File: config.mk
export PLATFORM = sky130hd
export DESIGN_NAME = lbm_field_reader_flat
export DESIGN_NICKNAME = d
export VERILOG_FILES = /design/src/rtl/lbm_pkg.sv /design/src/rtl/lbm_field_reader_if.sv /design/src/rtl/lbm_field_reader_stager.sv /design/src/rtl/lbm_field_reader.sv /design/src/flat_wrapper.sv
export SDC_FILE = /design/constraint.sdc
export NUM_CORES = 1
export LEC_CHECK = 0
export ABC_CLOCK_PERIOD_IN_PS = 29100
export CORE_MARGIN = 5
export CORE_UTILIZATION = 41
export CTS_CLUSTER_SIZE = 24
export DETAILED_ROUTE_END_ITERATION = 8
export PLACE_DENSITY = 0.65
export SLEW_MARGIN = 25
export SYNTH_ARGS = -nofsm -noshare
export SYNTH_HDL_FRONTEND = slang
export SYNTH_HIERARCHICAL = 1
export SYNTH_SLANG_ARGS = --single-unit
File: constraint.sdc
create_clock -name CLOCK_50 -period 29.1 [get_ports CLOCK_50]
set_input_delay 4.365 -clock CLOCK_50 [delete_from_list [all_inputs] [get_ports CLOCK_50]]
set_output_delay 4.365 -clock CLOCK_50 [all_outputs]
set_load 0.01 [all_outputs]
File: src/rtl/lbm_pkg.sv
// Shared types and fixed-point defaults for the LBM field readback path.
package lbm_pkg;

  localparam int LBM_DATA_WIDTH      = 64;
  localparam int LBM_FRACTIONAL_BITS = 56;
  localparam int LBM_INTEGER_BITS    = LBM_DATA_WIDTH - LBM_FRACTIONAL_BITS;

  typedef enum logic [1:0] {
    P   = 2'd0,
    UX  = 2'd1,
    UY  = 2'd2,
    HDR = 2'd3
  } field_code_t;

  typedef logic [2:0] rd_state_t;

  localparam rd_state_t S_IDLE   = 3'd0;
  localparam rd_state_t S_PRIME  = 3'd1;
  localparam rd_state_t S_LOAD   = 3'd2;
  localparam rd_state_t S_STREAM = 3'd3;
  localparam rd_state_t S_FINISH = 3'd4;

endpackage

File: src/rtl/lbm_field_reader_if.sv
// Valid/ready word stream carrying field words out of the reader.
interface lbm_field_reader_if #(
  parameter int DATA_WIDTH = 64
);
  logic                  out_valid;
  logic                  out_ready;
  logic [DATA_WIDTH-1:0] out_data;
  logic [1:0]            out_field;
  logic                  out_last;

  modport master (output out_valid, out_data, out_field, out_last, input out_ready);
  modport slave  (input out_valid, out_data, out_field, out_last, output out_ready);
endinterface

File: src/rtl/lbm_field_reader_stager.sv
// Hold/staging register pair for one cell plus the word sequencer and stream handshake.
module lbm_cell_stager
  import lbm_pkg::*;
#(
  parameter int DATA_WIDTH = LBM_DATA_WIDTH,
  parameter bit HDR_EN     = 1'b0
) (
  input  logic                  clk,
  input  logic                  rst,
  input  logic                  load_i,
  input  logic                  rd_en_i,
  input  logic [DATA_WIDTH-1:0] p_i,
  input  logic [DATA_WIDTH-1:0] ux_i,
  input  logic [DATA_WIDTH-1:0] uy_i,
  input  logic [DATA_WIDTH-1:0] hdr_word_i,
  lbm_field_reader_if.master    strm,
  output logic                  p_acc_o,
  output logic                  frame_end_o
);

  typedef logic [2:0][DATA_WIDTH-1:0] cell_t;

  cell_t                 hold_q, stage_q, mem_w, next_cell;
  logic                  valid_q, last_q, stage_cap_q, next_q, xfer;
  logic [DATA_WIDTH-1:0] data_q;
  field_code_t           field_q;

  assign mem_w       = {uy_i, ux_i, p_i};
  // Read data is only on the memory outputs in the cycle after the strobe; bypass staging then.
  assign next_cell   = stage_cap_q ? mem_w : stage_q;
  assign xfer        = valid_q && strm.out_ready;
  assign p_acc_o     = xfer && (field_q == P);
  assign frame_end_o = xfer && last_q;

  assign strm.out_valid = valid_q;
  assign strm.out_data  = data_q;
  assign strm.out_field = field_q;
  assign strm.out_last  = last_q;

  always_ff @(posedge clk or posedge rst) begin
    if (rst) begin
      hold_q      <= '0;
      stage_q     <= '0;
      stage_cap_q <= 1'b0;
      next_q      <= 1'b0;
      valid_q     <= 1'b0;
      data_q      <= '0;
      field_q     <= P;
      last_q      <= 1'b0;
    end else begin
      stage_cap_q <= rd_en_i;
      if (stage_cap_q) stage_q <= mem_w;
      if (rd_en_i) next_q <= 1'b1;
      if (load_i) begin
        hold_q  <= mem_w;
        next_q  <= 1'b0;
        valid_q <= 1'b1;
        last_q  <= 1'b0;
        field_q <= HDR_EN ? HDR : P;
        data_q  <= HDR_EN ? hdr_word_i : p_i;
      end else if (xfer) begin
        unique case (field_q)
          HDR: begin
            field_q <= P;
            data_q  <= hold_q[0];
          end
          P: begin
            field_q <= UX;
            data_q  <= hold_q[1];
          end
          UX: begin
            field_q <= UY;
            data_q  <= hold_q[2];
            // No prefetch for this cell means it is the final one.
            last_q  <= !(next_q || rd_en_i);
          end
          default: begin
            if (last_q) begin
              valid_q <= 1'b0;
              data_q  <= '0;
              field_q <= P;
              last_q  <= 1'b0;
            end else begin
              hold_q  <= next_cell;
              field_q <= P;
              data_q  <= next_cell[0];
              next_q  <= 1'b0;
            end
          end
        endcase
      end
    end
  end

endmodule

File: src/rtl/lbm_field_reader.sv
// Sweeps the p/ux/uy field memories and streams three words per cell.
// Define LBM_FIELD_READER_HEADER_EN to prefix each frame with a header word.
module lbm_field_reader
  import lbm_pkg::*;
#(
  parameter int GRID_DIM         = 256,
  parameter int ADDRESS_WIDTH    = $clog2(GRID_DIM),
  parameter int DATA_WIDTH       = LBM_DATA_WIDTH,
  parameter int FRACTIONAL_BITS  = LBM_FRACTIONAL_BITS,
  parameter int INTEGER_BITS     = DATA_WIDTH - FRACTIONAL_BITS,
  parameter int TIME_COUNT_WIDTH = 7
) (
  input  logic                        CLOCK_50,
  input  logic                        RESET,
  input  logic                        start,
  input  logic [TIME_COUNT_WIDTH-1:0] time_step,
  output logic                        busy,
  output logic                        done,
  output logic                        mem_rd_en,
  output logic [ADDRESS_WIDTH-1:0]    mem_addr,
  input  logic [DATA_WIDTH-1:0]       p_mem_data_out,
  input  logic [DATA_WIDTH-1:0]       ux_mem_data_out,
  input  logic [DATA_WIDTH-1:0]       uy_mem_data_out,
  lbm_field_reader_if.master          strm
);

`ifdef LBM_FIELD_READER_HEADER_EN
  localparam bit HdrEn = 1'b1;
`else
  localparam bit HdrEn = 1'b0;
`endif

  localparam logic [ADDRESS_WIDTH-1:0] LastAddr = ADDRESS_WIDTH'(GRID_DIM - 1);

  if (INTEGER_BITS + FRACTIONAL_BITS != DATA_WIDTH) begin : g_fmt_chk
    $error("lbm_field_reader: INTEGER_BITS + FRACTIONAL_BITS must equal DATA_WIDTH");
  end

  rd_state_t                   state_q, state_d;
  logic                        busy_q, busy_d, done_q, done_d, rd_en_q, rd_en_d;
  logic [ADDRESS_WIDTH-1:0]    addr_q, addr_d;
  logic [TIME_COUNT_WIDTH-1:0] time_q, time_d;
  logic                        p_acc, frame_end;
  logic [DATA_WIDTH-1:0]       hdr_word;

  always_comb begin
    hdr_word                         = '0;
    hdr_word[47:32]                  = 16'(GRID_DIM);
    hdr_word[TIME_COUNT_WIDTH-1:0]   = time_q;
  end

  // The next cell is fetched while the current cell's ux/uy are still streaming.
  always_comb begin
    state_d = state_q;
    busy_d  = busy_q;
    done_d  = 1'b0;
    rd_en_d = 1'b0;
    addr_d  = addr_q;
    time_d  = time_q;
    case (state_q)
      S_IDLE: if (start) begin
        state_d = S_PRIME;
        busy_d  = 1'b1;
        rd_en_d = 1'b1;
        addr_d  = '0;
        time_d  = time_step;
      end
      S_PRIME: state_d = S_LOAD;
      S_LOAD:  state_d = S_STREAM;
      S_STREAM: begin
        if (p_acc && addr_q != LastAddr) begin
          rd_en_d = 1'b1;
          addr_d  = addr_q + 1'b1;
        end
        if (frame_end) begin
          state_d = S_FINISH;
          busy_d  = 1'b0;
          done_d  = 1'b1;
        end
      end
      S_FINISH: state_d = S_IDLE;
      default:  state_d = S_IDLE;
    endcase
  end

  always_ff @(posedge CLOCK_50 or posedge RESET) begin
    if (RESET) begin
      state_q <= S_IDLE;
      busy_q  <= 1'b0;
      done_q  <= 1'b0;
      rd_en_q <= 1'b0;
      addr_q  <= '0;
      time_q  <= '0;
    end else begin
      state_q <= state_d;
      busy_q  <= busy_d;
      done_q  <= done_d;
      rd_en_q <= rd_en_d;
      addr_q  <= addr_d;
      time_q  <= time_d;
    end
  end

  assign busy      = busy_q;
  assign done      = done_q;
  assign mem_rd_en = rd_en_q;
  assign mem_addr  = addr_q;

  lbm_cell_stager #(
    .DATA_WIDTH (DATA_WIDTH),
    .HDR_EN     (HdrEn)
  ) u_stager (
    .clk         (CLOCK_50),
    .rst         (RESET),
    .load_i      (state_q == S_LOAD),
    .rd_en_i     (rd_en_q),
    .p_i         (p_mem_data_out),
    .ux_i        (ux_mem_data_out),
    .uy_i        (uy_mem_data_out),
    .hdr_word_i  (hdr_word),
    .strm        (strm),
    .p_acc_o     (p_acc),
    .frame_end_o (frame_end)
  );

endmodule

File: src/flat_wrapper.sv
// flat-port wrapper written by rule: the top's interface ports become plain ports
module lbm_field_reader_flat import lbm_pkg::*;
#(
  parameter int GRID_DIM         = 256,
  parameter int ADDRESS_WIDTH    = $clog2(GRID_DIM),
  parameter int DATA_WIDTH       = LBM_DATA_WIDTH,
  parameter int FRACTIONAL_BITS  = LBM_FRACTIONAL_BITS,
  parameter int INTEGER_BITS     = DATA_WIDTH - FRACTIONAL_BITS,
  parameter int TIME_COUNT_WIDTH = 7
)
  (CLOCK_50, RESET, start, time_step, busy, done, mem_rd_en, mem_addr, p_mem_data_out, ux_mem_data_out, uy_mem_data_out, strm_out_valid, strm_out_data, strm_out_field, strm_out_last, strm_out_ready);
  lbm_field_reader_if #(.DATA_WIDTH(DATA_WIDTH)) strm_i ();
  input  logic CLOCK_50;
  input  logic RESET;
  input  logic start;
  input  logic [TIME_COUNT_WIDTH-1:0] time_step;
  output logic busy;
  output logic done;
  output logic mem_rd_en;
  output logic [ADDRESS_WIDTH-1:0] mem_addr;
  input  logic [DATA_WIDTH-1:0] p_mem_data_out;
  input  logic [DATA_WIDTH-1:0] ux_mem_data_out;
  input  logic [DATA_WIDTH-1:0] uy_mem_data_out;
  output wire logic [$bits(strm_i.out_valid)-1:0] strm_out_valid;
  output wire logic [$bits(strm_i.out_data)-1:0] strm_out_data;
  output wire logic [$bits(strm_i.out_field)-1:0] strm_out_field;
  output wire logic [$bits(strm_i.out_last)-1:0] strm_out_last;
  input wire logic [$bits(strm_i.out_ready)-1:0] strm_out_ready;
  assign strm_out_valid = strm_i.out_valid;
  assign strm_out_data = strm_i.out_data;
  assign strm_out_field = strm_i.out_field;
  assign strm_out_last = strm_i.out_last;
  assign strm_i.out_ready = strm_out_ready;
  lbm_field_reader #(.GRID_DIM(GRID_DIM), .ADDRESS_WIDTH(ADDRESS_WIDTH), .DATA_WIDTH(DATA_WIDTH), .FRACTIONAL_BITS(FRACTIONAL_BITS), .INTEGER_BITS(INTEGER_BITS), .TIME_COUNT_WIDTH(TIME_COUNT_WIDTH)) u_core (.CLOCK_50(CLOCK_50), .RESET(RESET), .start(start), .time_step(time_step), .busy(busy), .done(done), .mem_rd_en(mem_rd_en), .mem_addr(mem_addr), .p_mem_data_out(p_mem_data_out), .ux_mem_data_out(ux_mem_data_out), .uy_mem_data_out(uy_mem_data_out), .strm(strm_i));
endmodule
; Yosys cells after proc, flatten, opt, wreduce, memory -nomap -nowiden
; Index checks and enable logic that the tools add are counted.
[word_totals]
ff_bits = 468
in_bits = 203
out_inout_bits = 79
wordCells = 87
[op_classes]
n_addsub = 1
eq_ne = 12
n_mux = 38
n_reduce_logical = 19
[ops]
columns = operator, n
row1 = 192-bit 2-to-1 mux, 5
row2 = 64-bit 2-to-1 mux, 3
row3 = 64-bit one-hot mux with 3 select lines, 1
row4 = 1-bit 2-to-1 mux, 17
row5 = 8-bit 2-to-1 mux, 2
row6 = 8-bit one-hot mux with 2 select lines, 1
row7 = 3-bit one-hot mux with 4 select lines, 1
row8 = 3-bit AND reduction, 4
row9 = 8-bit by 1-bit adder with 8-bit output (second input constant), 1
row10 = 2-bit by 1-bit inequality test with 1-bit output (second input constant), 4
row11 = 8-bit inequality test (second input constant), 1
row12 = 3-bit by 2-bit == test with 1-bit output (second input constant), 2
row13 = 3-bit 2-to-1 mux, 2
row14 = 1-bit one-hot mux with 2 select lines, 3
row15 = 2-bit nonzero test, 3
row16 = 1-bit logical AND, 4
row17 = 2-bit 2-to-1 mux, 2
row18 = 2-bit inequality test (second input constant), 2
row19 = 2-bit one-hot mux with 2 select lines, 1
row20 = 2-bit AND reduction, 2
row21 = 3-bit by 1-bit == test with 1-bit output (second input constant), 1
row22 = 3-bit zero test, 1
row23 = 3-bit OR reduction, 1
row24 = 2-bit by 1-bit == test with 1-bit output (second input constant), 1
row25 = 5 further kinds, 5

; Longest topological paths before layout
[depth]
depth_word = 5
depth_mapped = 9
depth_no_buf = 7

; Hierarchy
; Netlist, hierarchy kept.
[modules_own_cells]
columns = mod, n_inst, cells_per_inst, area_each_um2, seq_area_each_um2
row1 = lbm_cell_stager, 1, 1407, 19218.4, 11360.9
row2 = lbm_field_reader, 1, 97, 954.7, 525.5

; Worst setup path after synthesis
; No wires, ideal clock.
[synth_timing]
path_kind = input port to flip-flop
startpoint = input port strm_out_ready
endpoint = register u_core.addr_q[5] (netlist: u_core/mem_addr[5])
arrival_time_ns = 5.775
setup_slack_ns = 23.248
cell_stages = 8
path_cell_list = and2_1 -> buf_4 -> clkbuf_1 -> nand2_1 -> inv_1 -> o2111ai_2 -> or3_1 -> a21oi_1
[synth_between]
elab_chain_len = 5
[synth_lines]
columns = element, line
row1 = start: declaration, flat_wrapper.sv:28  ; input wire logic [$bits(strm_i.out_ready)-1:0] strm_out_ready;
row2 = 1-bit logical AND, lbm_field_reader_stager.sv:31  ; assign xfer = valid_q && strm.out_ready;
row3 = 1-bit logical AND, lbm_field_reader_stager.sv:32  ; assign p_acc_o = xfer && (field_q == P);
row4 = named net u_core.p_acc, lbm_field_reader.sv:43  ; logic p_acc, frame_end;
row5 = 1-bit logical AND, lbm_field_reader.sv:71  ; if (p_acc && addr_q != LastAddr) begin
row6 = 2-bit by 1-bit inequality test with 1-bit output (no source line), --
row7 = 3-bit AND reduction (no source line), --
row8 = end signal: assignment, lbm_field_reader.sv:99  ; addr_q <= addr_d;
row9 = end: declaration, lbm_field_reader.sv:41  ; logic [ADDRESS_WIDTH-1:0] addr_q, addr_d;
; The timed path passes the listed nets, and every way through them passes these cells.
; A chain may end at the register's enable or synchronous reset.

; Worst setup path in the final report
; Same ends and word-level chain as after synthesis.

==> results.py <==
metrics = {
    "outcome": {
        "outcome": "complete, no violations",
    },
    "cells_and_area": {
        "final_util": 0.5133,
        "area_growth_pct": 23.34,
        "n_fill_cell": 4145,
        "layout.nets": 1896,
        "drive_gt1_frac": 0.1955,
    },
    "global_route": {
        "grt.overflow.total": 0,
        "grt.total_usage": 0.2067,
        "grt_pass1_vias": 14799,
        "grt_max_degree": 210,
        "grt_pass1_wl_um": 88210,
        "antenna_found_initial": 9,
    },
    "clock_tree": {
        "cts-resized-gates": 0,
        "path_clk_slew_ps": 60,
        "clk_latency_ps": 570,
        "cts.sinks": 468,
        "post_cts_buffers": 0,
        "ctsHoldBuffers": 0,
        "cts_buffers": 50,
        "cts_buffer_depth": 3,
        "htreeDepth": 2,
        "cts_tree": "built",
        "cts_root_buf": "clkbuf_16",
    },
    "timing": {
        "min_period_ps": 6666,
        "fin_skew_ps": 7.994,
        "tightest_slew_ps": 1066,
        "hold_viol_final": 0,
        "tns_ps": 0,
        "slew-limit-headroom": 0.2895,
        "max_freq_ghz": 0.1500,
        "finalSetupViolations": 0,
        "finalMaxSlewViolations": 0,
        "rsz0062_at_grt": "false",
        "period_share": 0.2291,
        "fin_ws_ps": 22430,
    },
    "die": {
        "fp.dieW_um": 230.4,
        "die-area_mm2": 0.05307,
        "die_h_um": 230.4,
        "initial_utilization": 0.4162,
        "rows": 80,
        "core_mm2": 0.04785,
        "io-pin-count": 282,
    },
    "worst_setup_path": {
        "r2r_slack_ps": 25670,
        "regToRegStartpoint": "u_core/u_stager/stage_cap_q$_DFF_PP0_",
        "required_ps": 29590,
        "criticalPathCategory": "in2reg",
        "regToRegEndpoint": "u_core/u_stager/hold_q[19]$_DFFE_PP0P_",
        "cp.arrival_ps": 7160,
        "setup.worst_path.end_class": "register",
        "r2r_cells": 5,
        "cp_max_fo": 61,
        "crit_end": "u_core/mem_addr[5]$_DFFE_PP0P_",
        "critPathLaunch": "strm_out_ready",
        "cp-start-kind": "input port",
    },
    "synthesis": {
        "syn_area_per_cell_um2": 13.51,
        "yosysWarnings": 6,
        "synth.cell_area_mm2": 0.01991,
        "synth_cells": 1474,
        "syn-num-nets": 1682,
    },
    "power_and_ir_drop": {
        "powerDensity_mw_per_mm2": 116.1,
        "ir_drop_mv": 0.09736,
        "power_w": 0.002852,
        "p_leak_nw": 10.30,
    },
    "placement": {
        "hpwl_um": 32820,
        "gp_congestion": 0.7616,
        "pre_cts_slack_ps": 21860,
        "port_buffers": 274,
    },
    "drt": {
        "firstDrtPassIters": 6,
        "wirelength_um": 56060,
        "drtIter0Drc": 1145,
        "routedWlPerCell_um": 23.92,
        "vias": 13906,
        "drc": 0,
        "vias_per_cell": 5.935,
        "drtAntennaViolNets": 0,
    },
    "min_path": {
        "min-delay-path-class": "reg2reg",
    },
    "job": {
        "timing.max_cap.violations": 0,
    },
}
-- where the power goes --
group / internal, W / switching [W] / total, W
sequential: 0.000974 / 0.000159 / 0.00113
clock: 0.000368 / 0.000255 / 0.000624
combinational: 0.000552 / 0.000543 / 0.00109
-- cell type report --
type / instances / area [µm²] / area share
Antenna cell: 4 / 10.01 / 0.0004076
Clock buffer: 76 / 1490 / 0.06068
Timing Repair Buffer: 295 / 2949 / 0.1201
Multi-Input combinational cell: 858 / 7442 / 0.3030
Inverter: 15 / 68.82 / 0.002802
Sequential cell: 468 / 11720 / 0.4770
Clock inverter: 12 / 113.9 / 0.004636
Tap cell: 615 / 769.5 / 0.03133
-- cell usage in the layout (no fill, tap or decap), drive strengths merged, types with 15 or more instances in the layout --
cell	count
a21bo	57
clkdlybuf4s50	274
inv	15
and2	131
mux2	185
dfrtp	468
a222oi	64
clkbuf	76
a32oi	57
a221o	135
buf	21
nand2	68
o211ai	61
-- sequential cells by signal, indices dropped and copies added, names as in the netlist --
name,flops
u_core/busy,1
u_core/done,1
u_core/mem_addr,8
u_core/mem_rd_en,1
u_core/state_q,3
u_core/u_stager/hold_q,192
u_core/u_stager/next_q,1
u_core/u_stager/stage_cap_q,1
u_core/u_stager/stage_q,192
u_core/u_stager/strm.out_data,64
u_core/u_stager/strm.out_field,2
u_core/u_stager/strm.out_last,1
u_core/u_stager/strm.out_valid,1
-- worst min-delay path by stage --
stage,cells after the start,start,endpoint
after global placement,0,u_core/mem_rd_en$_DFF_PP0_,u_core/u_stager/stage_cap_q$_DFF_PP0_
after detailed placement,0,u_core/mem_rd_en$_DFF_PP0_,u_core/u_stager/stage_cap_q$_DFF_PP0_
final,0,u_core/mem_rd_en$_DFF_PP0_,u_core/u_stager/stage_cap_q$_DFF_PP0_
after floorplan,0,u_core/mem_rd_en$_DFF_PP0_,u_core/u_stager/stage_cap_q$_DFF_PP0_
after CTS,0,u_core/mem_rd_en$_DFF_PP0_,u_core/u_stager/stage_cap_q$_DFF_PP0_
after global routing,0,u_core/mem_rd_en$_DFF_PP0_,u_core/u_stager/stage_cap_q$_DFF_PP0_
-- per-stage QoR --
stage	area, µm²	hold WS, ps	instances
floorplan	19910	435.1	1474
global placement	22910	453.7	2250
detailed placement	22910	439.6	2250
CTS	24510	456.1	2338
global route	24560	465.1	2343
finish	24560	438.5	2343
-- per-layer routing --
layer / up-vias / track usage / routed length, µm
li1: 6108 / - / -
met1: 7309 / 0.2827 / 24220
met2: 381 / 0.3342 / 27220
met3: 98 / 0.04424 / 3280
met4: 10 / 0.06239 / 1279
met5: - / 0 / 56
-- critical path: stages --
cell             delay [ps]
clkdlybuf4s50_1         590
and2_2                  230
buf_4                   770
nand2_1                 170
inv_1                   230
o2111ai_2               220
or3_1                   400
a21oi_1                 170
Note: power is estimated with default switching activity, not from simulation.
